## src/rtl/tow_pkg.sv

```systemverilog
// Purpose: shared types for the tug-of-war arena (FSM states, winner codes).
// Latency: n/a, declarations only.
// Backpressure: n/a.
package tow_pkg;

    typedef enum logic [1:0] {
        CLEAR = 2'd0,   // LEDs dark, waiting out the clear phase
        ARMED = 2'd1,   // marker lit, first press wins the round
        OVER  = 2'd2    // game decided, flashing the end LED until reset
    } state_t;

    localparam logic [1:0] W_NONE  = 2'b00;
    localparam logic [1:0] W_RIGHT = 2'b01;
    localparam logic [1:0] W_LEFT  = 2'b10;

endpackage

```

## src/rtl/tow_btn_sync.sv

```systemverilog
// Purpose: 2-flop synchroniser plus rising-edge detector for one pushbutton.
// Latency: press is valid after the 2nd edge that samples pb high.
// Backpressure: none; a held button yields exactly one press.
// Ports: clk, rst (sync, active-low), pb (async button), press (1-cycle pulse).
module tow_btn_sync (
    input  logic clk,
    input  logic rst,
    input  logic pb,
    output logic press
);

    logic       sync_1;
    logic       sync_2;
    logic       prev;
    // Fills with ones after reset; masks the edge detector until prev holds a
    // real sample, so a button held through reset release is not a press.
    logic [2:0] live;

    always_ff @(posedge clk) begin
        if (!rst) begin
            sync_1 <= 1'b0;
            sync_2 <= 1'b0;
            prev   <= 1'b0;
            live   <= 3'b000;
        end else begin
            sync_1 <= pb;
            sync_2 <= sync_1;
            prev   <= sync_2;
            live   <= {live[1:0], 1'b1};
        end
    end

    assign press = sync_2 & ~prev & live[2];

endmodule

```

## src/rtl/tow_arena.sv

```systemverilog
// Purpose: two-player tug-of-war on an N_LEDS bar (false starts, ties, flash on win).
// Latency: press visible on leds_out 3 edges after the button is first sampled high.
// Backpressure: none; buttons ignored in OVER, exit only via reset.
// Ports: clk, rst (sync, active-low), pbl/pbr (async buttons),
//        leds_out (N_LEDS-1 = left end), winner (00/01/10), tie (1-cycle pulse).
module tow_arena
    import tow_pkg::*;
#(
    parameter int N_LEDS       = 7,
    parameter int CLR_CYCLES   = 1000,
    parameter int FLASH_CYCLES = 500
) (
    input  logic              clk,
    input  logic              rst,
    input  logic              pbl,
    input  logic              pbr,
    output logic [N_LEDS-1:0] leds_out,
    output logic [1:0]        winner,
    output logic              tie
);

    localparam int PW = $clog2(N_LEDS);
    localparam int CW = $clog2(CLR_CYCLES > 1 ? CLR_CYCLES : 2);
    localparam int FW = $clog2(FLASH_CYCLES > 1 ? FLASH_CYCLES : 2);

    localparam logic [PW-1:0]     CENTER     = PW'((N_LEDS - 1) / 2);
    localparam logic [PW-1:0]     LEFT_END   = PW'(N_LEDS - 1);
    localparam logic [CW-1:0]     CLR_LAST   = CW'(CLR_CYCLES - 1);
    localparam logic [FW-1:0]     FLASH_LAST = FW'(FLASH_CYCLES - 1);
    localparam logic [N_LEDS-1:0] ONE_LED    = {{(N_LEDS-1){1'b0}}, 1'b1};

    state_t        state;
    logic [PW-1:0] pos;
    logic [PW-1:0] pos_nxt;
    logic [CW-1:0] clr_cnt;
    logic [FW-1:0] flash_cnt;
    logic          flash_on;

    logic press_l;
    logic press_r;
    logic win_l;
    logic win_r;
    logic tie_now;

    tow_btn_sync u_sync_l (.clk(clk), .rst(rst), .pb(pbl), .press(press_l));
    tow_btn_sync u_sync_r (.clk(clk), .rst(rst), .pb(pbr), .press(press_r));

    // Round resolution. In CLEAR a lone press is a false start and hands the
    // round to the opponent; a simultaneous pair there is simply ignored.
    always_comb begin
        win_l   = 1'b0;
        win_r   = 1'b0;
        tie_now = 1'b0;
        case (state)
            CLEAR: begin
                if (press_l ^ press_r) begin
                    win_l = press_r;
                    win_r = press_l;
                end
            end
            ARMED: begin
                if (press_l && press_r) begin
                    tie_now = 1'b1;
                end else begin
                    win_l = press_l;
                    win_r = press_r;
                end
            end
            default: ;
        endcase

        // pos sits strictly inside the bar outside OVER; guards keep it clamped anyway.
        pos_nxt = pos;
        if (win_l && pos != LEFT_END) begin
            pos_nxt = pos + PW'(1);
        end else if (win_r && pos != '0) begin
            pos_nxt = pos - PW'(1);
        end
    end

    always_ff @(posedge clk) begin
        if (!rst) begin
            state     <= CLEAR;
            pos       <= CENTER;
            clr_cnt   <= '0;
            flash_cnt <= '0;
            flash_on  <= 1'b0;
            winner    <= W_NONE;
            tie       <= 1'b0;
        end else begin
            tie <= tie_now;
            case (state)
                CLEAR, ARMED: begin
                    if (win_l || win_r) begin
                        pos     <= pos_nxt;
                        clr_cnt <= '0;
                        if (pos_nxt == LEFT_END || pos_nxt == '0) begin
                            state     <= OVER;
                            winner    <= (pos_nxt == LEFT_END) ? W_LEFT : W_RIGHT;
                            flash_on  <= 1'b1;
                            flash_cnt <= '0;
                        end else begin
                            state <= CLEAR;
                        end
                    end else if (tie_now) begin
                        state   <= CLEAR;
                        clr_cnt <= '0;
                    end else if (state == CLEAR) begin
                        if (clr_cnt == CLR_LAST) begin
                            state   <= ARMED;
                            clr_cnt <= '0;
                        end else begin
                            clr_cnt <= clr_cnt + CW'(1);
                        end
                    end
                end
                OVER: begin
                    if (flash_cnt == FLASH_LAST) begin
                        flash_cnt <= '0;
                        flash_on  <= ~flash_on;
                    end else begin
                        flash_cnt <= flash_cnt + FW'(1);
                    end
                end
                default: state <= CLEAR;
            endcase
        end
    end

    always_comb begin
        leds_out = '0;
        if (state == ARMED || (state == OVER && flash_on)) begin
            leds_out = ONE_LED << pos;
        end
    end

endmodule

```

## config.mk

```make
export PLATFORM = sky130hd
export DESIGN_NAME = tow_arena
export DESIGN_NICKNAME = d
export VERILOG_FILES = /design/src/rtl/tow_pkg.sv /design/src/rtl/tow_btn_sync.sv /design/src/rtl/tow_arena.sv
export SDC_FILE = /design/constraint.sdc
export NUM_CORES = 1
export LEC_CHECK = 0
export ABC_AREA = 1
export CELL_PAD_IN_SITES_DETAIL_PLACEMENT = 0
export CELL_PAD_IN_SITES_GLOBAL_PLACEMENT = 1
export CORE_ASPECT_RATIO = 0.8
export CORE_MARGIN = 2
export CORE_UTILIZATION = 45
export DETAILED_ROUTE_END_ITERATION = 8
export PLACE_DENSITY = 0.88
export SETUP_SLACK_MARGIN = 0.05
export SLEW_MARGIN = 0
export SYNTH_ARGS = -nofsm -noshare
export SYNTH_HDL_FRONTEND = slang
export SYNTH_SLANG_ARGS = --single-unit
```

## constraint.sdc

```tcl
create_clock -name clk -period 3.3 [get_ports clk]
set_input_delay 0.825 -clock clk [delete_from_list [all_inputs] [get_ports clk]]
set_output_delay 0.825 -clock clk [all_outputs]
set_load 0.05 [all_outputs]
```

==> results of run 1 <==
through the flow:
step	power [mW]	hold WS, ps	utilization
3_5_place_dp	0.504	400	0.510
6_report	0.822	415	0.534
5_1_grt	0.858	429	0.534
4_1_cts	0.833	419	0.533
2_1_floorplan	0.493	390	-
3_3_place_gp	0.503	392	0.510
cells by family (layout without fill, tap and decap cells):
kind of cell | count (synthesis) | after routing | share of synthesized area
DFF | 37 | 37 | 0.377
and+or+nand+nor | 139 | 139 | 0.368
xor gates and xnor gates | 3 | 3 | 0.0134
adders and majority gates | 8 | 8 | 0.0509
buffers and inverters | 49 | 67 | 0.104
AOI/OAI and AO/OA | 31 | 31 | 0.0865
what timing repair did:
item,in CTS,in global routing
endpoints found under the setup margin,0,2
gates resized for setup,0,2
hold buffers,0,0
setup buffers,0,0
worst paths after layout:
kind	endpoint	slack, ps	depth (start not counted)
worst min register to register	u_sync_l.sync_2	410	2
worst max-delay path	leds_out[0]	310	7
worst min-delay path	u_sync_l.sync_2	410	2
worst max register to register	flash_on	1290	11
cells in the final DEF, fill, tap and decap left out, types with 2 or more instances in the layout:
| cell type | count |
|---|---|
| nand3_1 | 21 |
| nand2_2 | 4 |
| nand3_2 | 3 |
| nor2_1 | 23 |
| clkbuf_8 | 5 |
| clkinv_2 | 3 |
| nor3_2 | 2 |
| ha_1 | 8 |
| clkdlybuf4s50_1 | 11 |
| nand2_1 | 49 |
| nor2_4 | 3 |
| nand2_4 | 5 |
| xor2_1 | 2 |
| nor2_2 | 6 |
| inv_6 | 2 |
| dfxtp_1 | 37 |
| inv_2 | 5 |
| o21ai_1 | 3 |
| a21oi_1 | 17 |
| nand4_1 | 8 |
| inv_1 | 36 |
| or2_2 | 2 |
| nor3_1 | 8 |
| dlymetal6s2s_1 | 2 |
| nor4_1 | 2 |
| o21ai_0 | 6 |
cell type report:
cell class,count,area (um^2)
Timing Repair Buffer,14,143
Inverter,45,175
Sequential cell,37,741
Tap cell,57,71.3
Clock inverter,3,25.0
Clock buffer,5,68.8
Multi-Input combinational cell,181,1020
Fill cell,436,1960
worst max-delay path, delay by kind of cell, from the launching register on:
| family | cells | cell delay (ps) |
|---|---|---|
| buf+inv | 3 | 950 |
| flops | 1 | 390 |
| simple gates | 4 | 540 |
state kept, by name, indices dropped and copies added, names as in the netlist:
| register | flops |
|---|---|
| flash_on | 1 |
| u_sync_l.sync_2 | 1 |
| u_sync_l.sync_1 | 1 |
| u_sync_r.sync_1 | 1 |
| u_sync_r.live | 2 |
| u_sync_r.sync_2 | 1 |
| u_sync_r.prev | 1 |
| winner | 2 |
| flash_cnt | 9 |
| state | 2 |
| tie | 1 |
| u_sync_l.prev | 1 |
| pos | 3 |
| u_sync_l.live | 1 |
| clr_cnt | 10 |
report_power, final:
| part | leakage (nW) | switching, mW | internal, mW |
|---|---|---|---|
| Clock | 0.0452 | 0.175 | 0.154 |
| Sequential | 0.301 | 0.00580 | 0.455 |
| Combinational | 0.629 | 0.0192 | 0.0131 |
| Total | 0.975 | 0.200 | 0.621 |
layer usage:
layer,vias to the layer above,global-route usage
li1,888,-
met4,0,0.0658
met1,703,0.231
met3,7,0.0387
met5,-,0
met2,26,0.254
==> results.md, run 1 <==
* Final net count at just under 300
* Ys Warns at 0
* Period utilization at 0.907
* Vias in the first global route at between 1500 and 2000
* Worst R2R Start: pos[0]
* Wl on met1 at about 1.9 mm
* Top sig layer: met4
* Clk_lat worst skew at 300 ps
* Max Cap Violations at 0
* HPWL Detailed at ~2.6 mm
* Slowest CP cell: clkdlybuf4s50_1
* Post-synth top area cell: dfxtp_1
* Antenna violations before repair at 0
* RSZ-0062 raised after global routing: false
* Die Ht at roughly 63 um
* Core area at 4200 um^2
* Die ar. at slightly below 5000 um^2
* Most frequent cell after synthesis: nand2_1
* Synth top area cells: dfxtp_1 (38%), nand2_1 (9.4%), inv_1 (6.9%)
* Clk slew on worst S/H paths at 80 ps
* Worst Path Arrival at 2170 ps
* Root Driver: clkbuf_8
* Vias per inst at approximately 4.7
* Yosys cell types at 35
* All-Layer GR Usage at 0.167
* Hold Startpoint: u_sync_l.sync_1
* #FFs+latches synth at 37
* Synth Instances at about 270
* Htree depth at 2
* Final GP Congestion at about 0.8
* Worst EP required at roughly 2500 ps
* CTS tree: done
* Max incr delay on CP at around 800 ps
* Post-synth EDFFs at 0
* Maximum clock rate at between 300 and 400 MHz
* Critical Path Source: state[1]
* Final Cell Area at 2240 um^2
* Port bufs at 13
* First-pass GRT wire length at 6.69 mm
* Pin count of the biggest net entering global routing at 17
* Crit Path Category: reg2out
* Num rows at 21
* Drt drc at 0
* Layout cells sized above 1 at 0.161
* P_leak at 0.975 nW
* Final Hold Vio Count at 0
* Peak VDD IR at ~0.32 mV
* # IOs at 14
* Fin crit period at 2990 ps
* Max-slew violation count at 0
* ANT cells at 0
* Slew @ Worst Pin at 504 ps
* Detail Route Antenna Nets at 0
* CTS max path bufs at 2
* Largest fanout on the critical path at 7
* Setup TNS at 0 ps
* DP Area at 2150 um^2
* Metal3 WL at 133 um
* PnR worst setup slack at between 300 and 400 ps
* Crit start category: register
* Async set-reset flop share out of synthesis at 0
* Post-DR wirelength/cell at a little over 10 um
* Max Clock Skew at about 7.8 ps
* Placed cell count at 334
* DRT iter0 DRCs at 71
* Status: finished, final reports clean
* Power Density at 366 nW/um^2
* Sequential share of the synthesized area at 0.377
* Final setup violation count at 0
* GR Overflow Total at 0
* Top cells by count, synth: nand2_1 (49), dfxtp_1 (37), inv_1 (36)
* DIE WIDTH at slightly below 80 um
* Mapped cell area at between 1500 and 2000 um^2
* Predominant post-synthesis flop cell: dfxtp_1
* Crit-path cells: inv_1 > nor2_1 > nand2_1 > nand2_1 > inv_1 > nor2_1 > clkdlybuf4s50_1
* CP Capture Type: output pin
* Worst hold path class: reg2reg
* Starting density of the core at 0.468
* Vias post-DR at ~1600
* Num CTS Buffers at 5
* Setup Slack @ Placement at between 500 and 600 ps
* Synthesized area per cell at 7.37 um^2
* Slew headroom at 0.663
* P&R area growth vs syn at 14.1%
* Fin cells at 342
* DR pass1 iterations at 4
* Met2 WL at roughly 1.4 mm
* Synth top area share at 0.377
* Clk sinks at 37
* DRT Wirelength at 3.54 mm
* Syn_nets at about 280
Power figures use the tool's default switching activity.
==> inputs of run 2 (changes only) <==
--- a/config.mk
+++ b/config.mk
@@ -8,2 +8,3 @@
 export ABC_AREA = 1
+export CAP_MARGIN = 30
 export CELL_PAD_IN_SITES_DETAIL_PLACEMENT = 0
--- a/constraint.sdc
+++ b/constraint.sdc
@@ -3,2 +3,2 @@
 set_output_delay 0.825 -clock clk [all_outputs]
-set_load 0.05 [all_outputs]
+set_load 0.02 [all_outputs]
==> results.md, run 2 (same netlist as run 1, synthesis figures left out) <==
* Max Clock Skew at 8.41 ps (was 7.80 ps)
* Antenna violations before repair at 0 (unchanged)
* DP Area at 2150 um^2 (unchanged)
* Max Cap Violations at 0 (unchanged)
* Max-slew violation count at 0 (unchanged)
* Num CTS Buffers at 5 (unchanged)
* Max FFs per register at 10 (unchanged)
* Layout cells sized above 1 at 0.158 (was 0.161)
* CTS max path bufs at 2 (unchanged)
* Setup TNS at 0 ps (unchanged)
* Period utilization at 0.860 (was 0.907)
* First-pass GRT wire length at 6.78 mm (was 6.69 mm)
* Most frequent cells in the layout: nand2_1 (49), dfxtp_1 (37), inv_1 (36), nor2_1 (23), nand3_1 (21) (unchanged)
* DIE WIDTH at 77.9 um (unchanged)
* Final GP Congestion at 0.824 (about the same)
* DRT Wirelength at 3.63 mm (was 3.54 mm)
* Worst EP required at 2470 ps (about the same)
* Setup Buffers After CTS at 0 (unchanged)
* Post-DR wirelength/cell at 10.6 um (was 10.3 um)
* Num rows at 21 (unchanged)
* Post-CTS Resized at 0 (unchanged)
* Clk slew on worst S/H paths at 70 ps (was 80 ps)
* Peak VDD IR at 0.270 mV (was 0.320 mV)
* Worst hold path class: reg2reg (unchanged)
* P&R area growth vs syn at 14.4% (was 14.1%)
* Starting density of the core at 0.468 (unchanged)
* # IOs at 14 (unchanged)
* Clk sinks at 37 (unchanged)
* Core area at 4200 um^2 (unchanged)
* Crit Path Category: reg2out (unchanged)
* CTS Hold Bufs at 0 (unchanged)
* P_leak at 0.946 nW (was 0.975 nW)
* Vias in the first global route at 1557 (was 1532)
* Commonest non-fill, non-tap cell in the layout: nand2_1 (unchanged)
* DRT iter0 DRCs at 66 (was 71)
* Largest regs: clr_cnt x10, flash_cnt x9, pos x3 (unchanged)
* Pin count of the biggest net entering global routing at 17 (unchanged)
* CTS tree: done (unchanged)
* Htree depth at 2 (unchanged)
* Root Driver: clkbuf_8 (unchanged)
* Port bufs at 13 (unchanged)
* DR pass1 iterations at 4 (unchanged)
* Final Hold Vio Count at 0 (unchanged)
* Vias per inst at 4.80 (was 4.75)
* Slew headroom at 0.693 (was 0.663)
* ANT cells at 0 (unchanged)
* Clk_lat worst skew at 280 ps (was 300 ps)
* Top reg by flops: clr_cnt (unchanged)
* Final setup violation count at 0 (unchanged)
* Crit start category: register (unchanged)
* All-Layer GR Usage at 0.170 (was 0.167)
* RSZ-0062 raised after global routing: false (unchanged)
* Fin crit period at 2840 ps (was 2990 ps)
* Vias post-DR at 1638 (was 1624)
* HPWL Detailed at 2.66 mm (was 2.62 mm)
* Maximum clock rate at 352 MHz (was 334 MHz)
* Worst Path Arrival at 2010 ps (was 2170 ps)
* GR Overflow Total at 0 (unchanged)
* CP Capture Type: output pin (unchanged)
* Die Ht at 63.1 um (unchanged)
* Slew @ Worst Pin at 460 ps (was 504 ps)
* Status: finished, final reports clean (unchanged)
* Detail Route Antenna Nets at 0 (unchanged)
* Largest fanout on the critical path at 7 (unchanged)
* Drt drc at 0 (unchanged)
* Power Density at 384 nW/um^2 (was 366 nW/um^2)
* Final Cell Area at 2250 um^2 (was 2240 um^2)
* Die ar. at 4920 um^2 (unchanged)
* Final net count at 296 (unchanged)
==> run 2: routing by layer <==
layer  routed length [um]  GRT usage
met1                 1910      0.231
met2                 1570      0.264
met3                  130     0.0387
met4                   24     0.0658
met5                    0          0
==> run 2: path summary, 6_finish.rpt <==
check / start / endpoint / slack [ps] / depth (start not counted)
worst max register to register: pos[0] / flash_on / 1270 / 12
worst min-delay path: u_sync_r.sync_1 / u_sync_r.sync_2 / 410 / 2
worst max-delay path: state[1] / leds_out[5] / 460 / 7
worst min register to register: u_sync_r.sync_1 / u_sync_r.sync_2 / 410 / 2
==> run 2: cell type report <==
type / count / area [um^2]
fillers: 423 / 1950
repair buffers: 14 / 138
inverters: 45 / 175
clock buffers: 5 / 68.8
clock inverters: 2 / 35.0
well taps: 57 / 71.3
flip-flops and latches: 37 / 741
multi-input cells: 181 / 1020
==> run 2: power breakdown <==
part	switching, mW	internal (mW)	leakage (nW)
logic	0.0196	0.0131	0.592
registers	0.00577	0.455	0.301
clock network	0.151	0.219	0.0540
==> run 2: stage by stage <==
step / setup slack, ps / util / hold slack, ps / power [mW] / cells
finish: 463 / 0.535 / 414 / 0.864 / 341
global route: 212 / 0.535 / 427 / 0.901 / 341
CTS: 455 / 0.535 / 415 / 0.875 / 341
detailed placement: 773 / 0.510 / 399 / 0.504 / 334
global placement: 793 / 0.510 / 392 / 0.503 / 334
floorplan: 1170 / - / 390 / 0.493 / 267
==> run 2: critical path, stage by stage, from the launching register on <==
cell and delay, ps:
dfxtp_1 390, inv_1 50, nor2_1 220, nand2_1 110, nand2_1 90, inv_1 100
nor3_1 150, clkdlybuf4s50_1 620
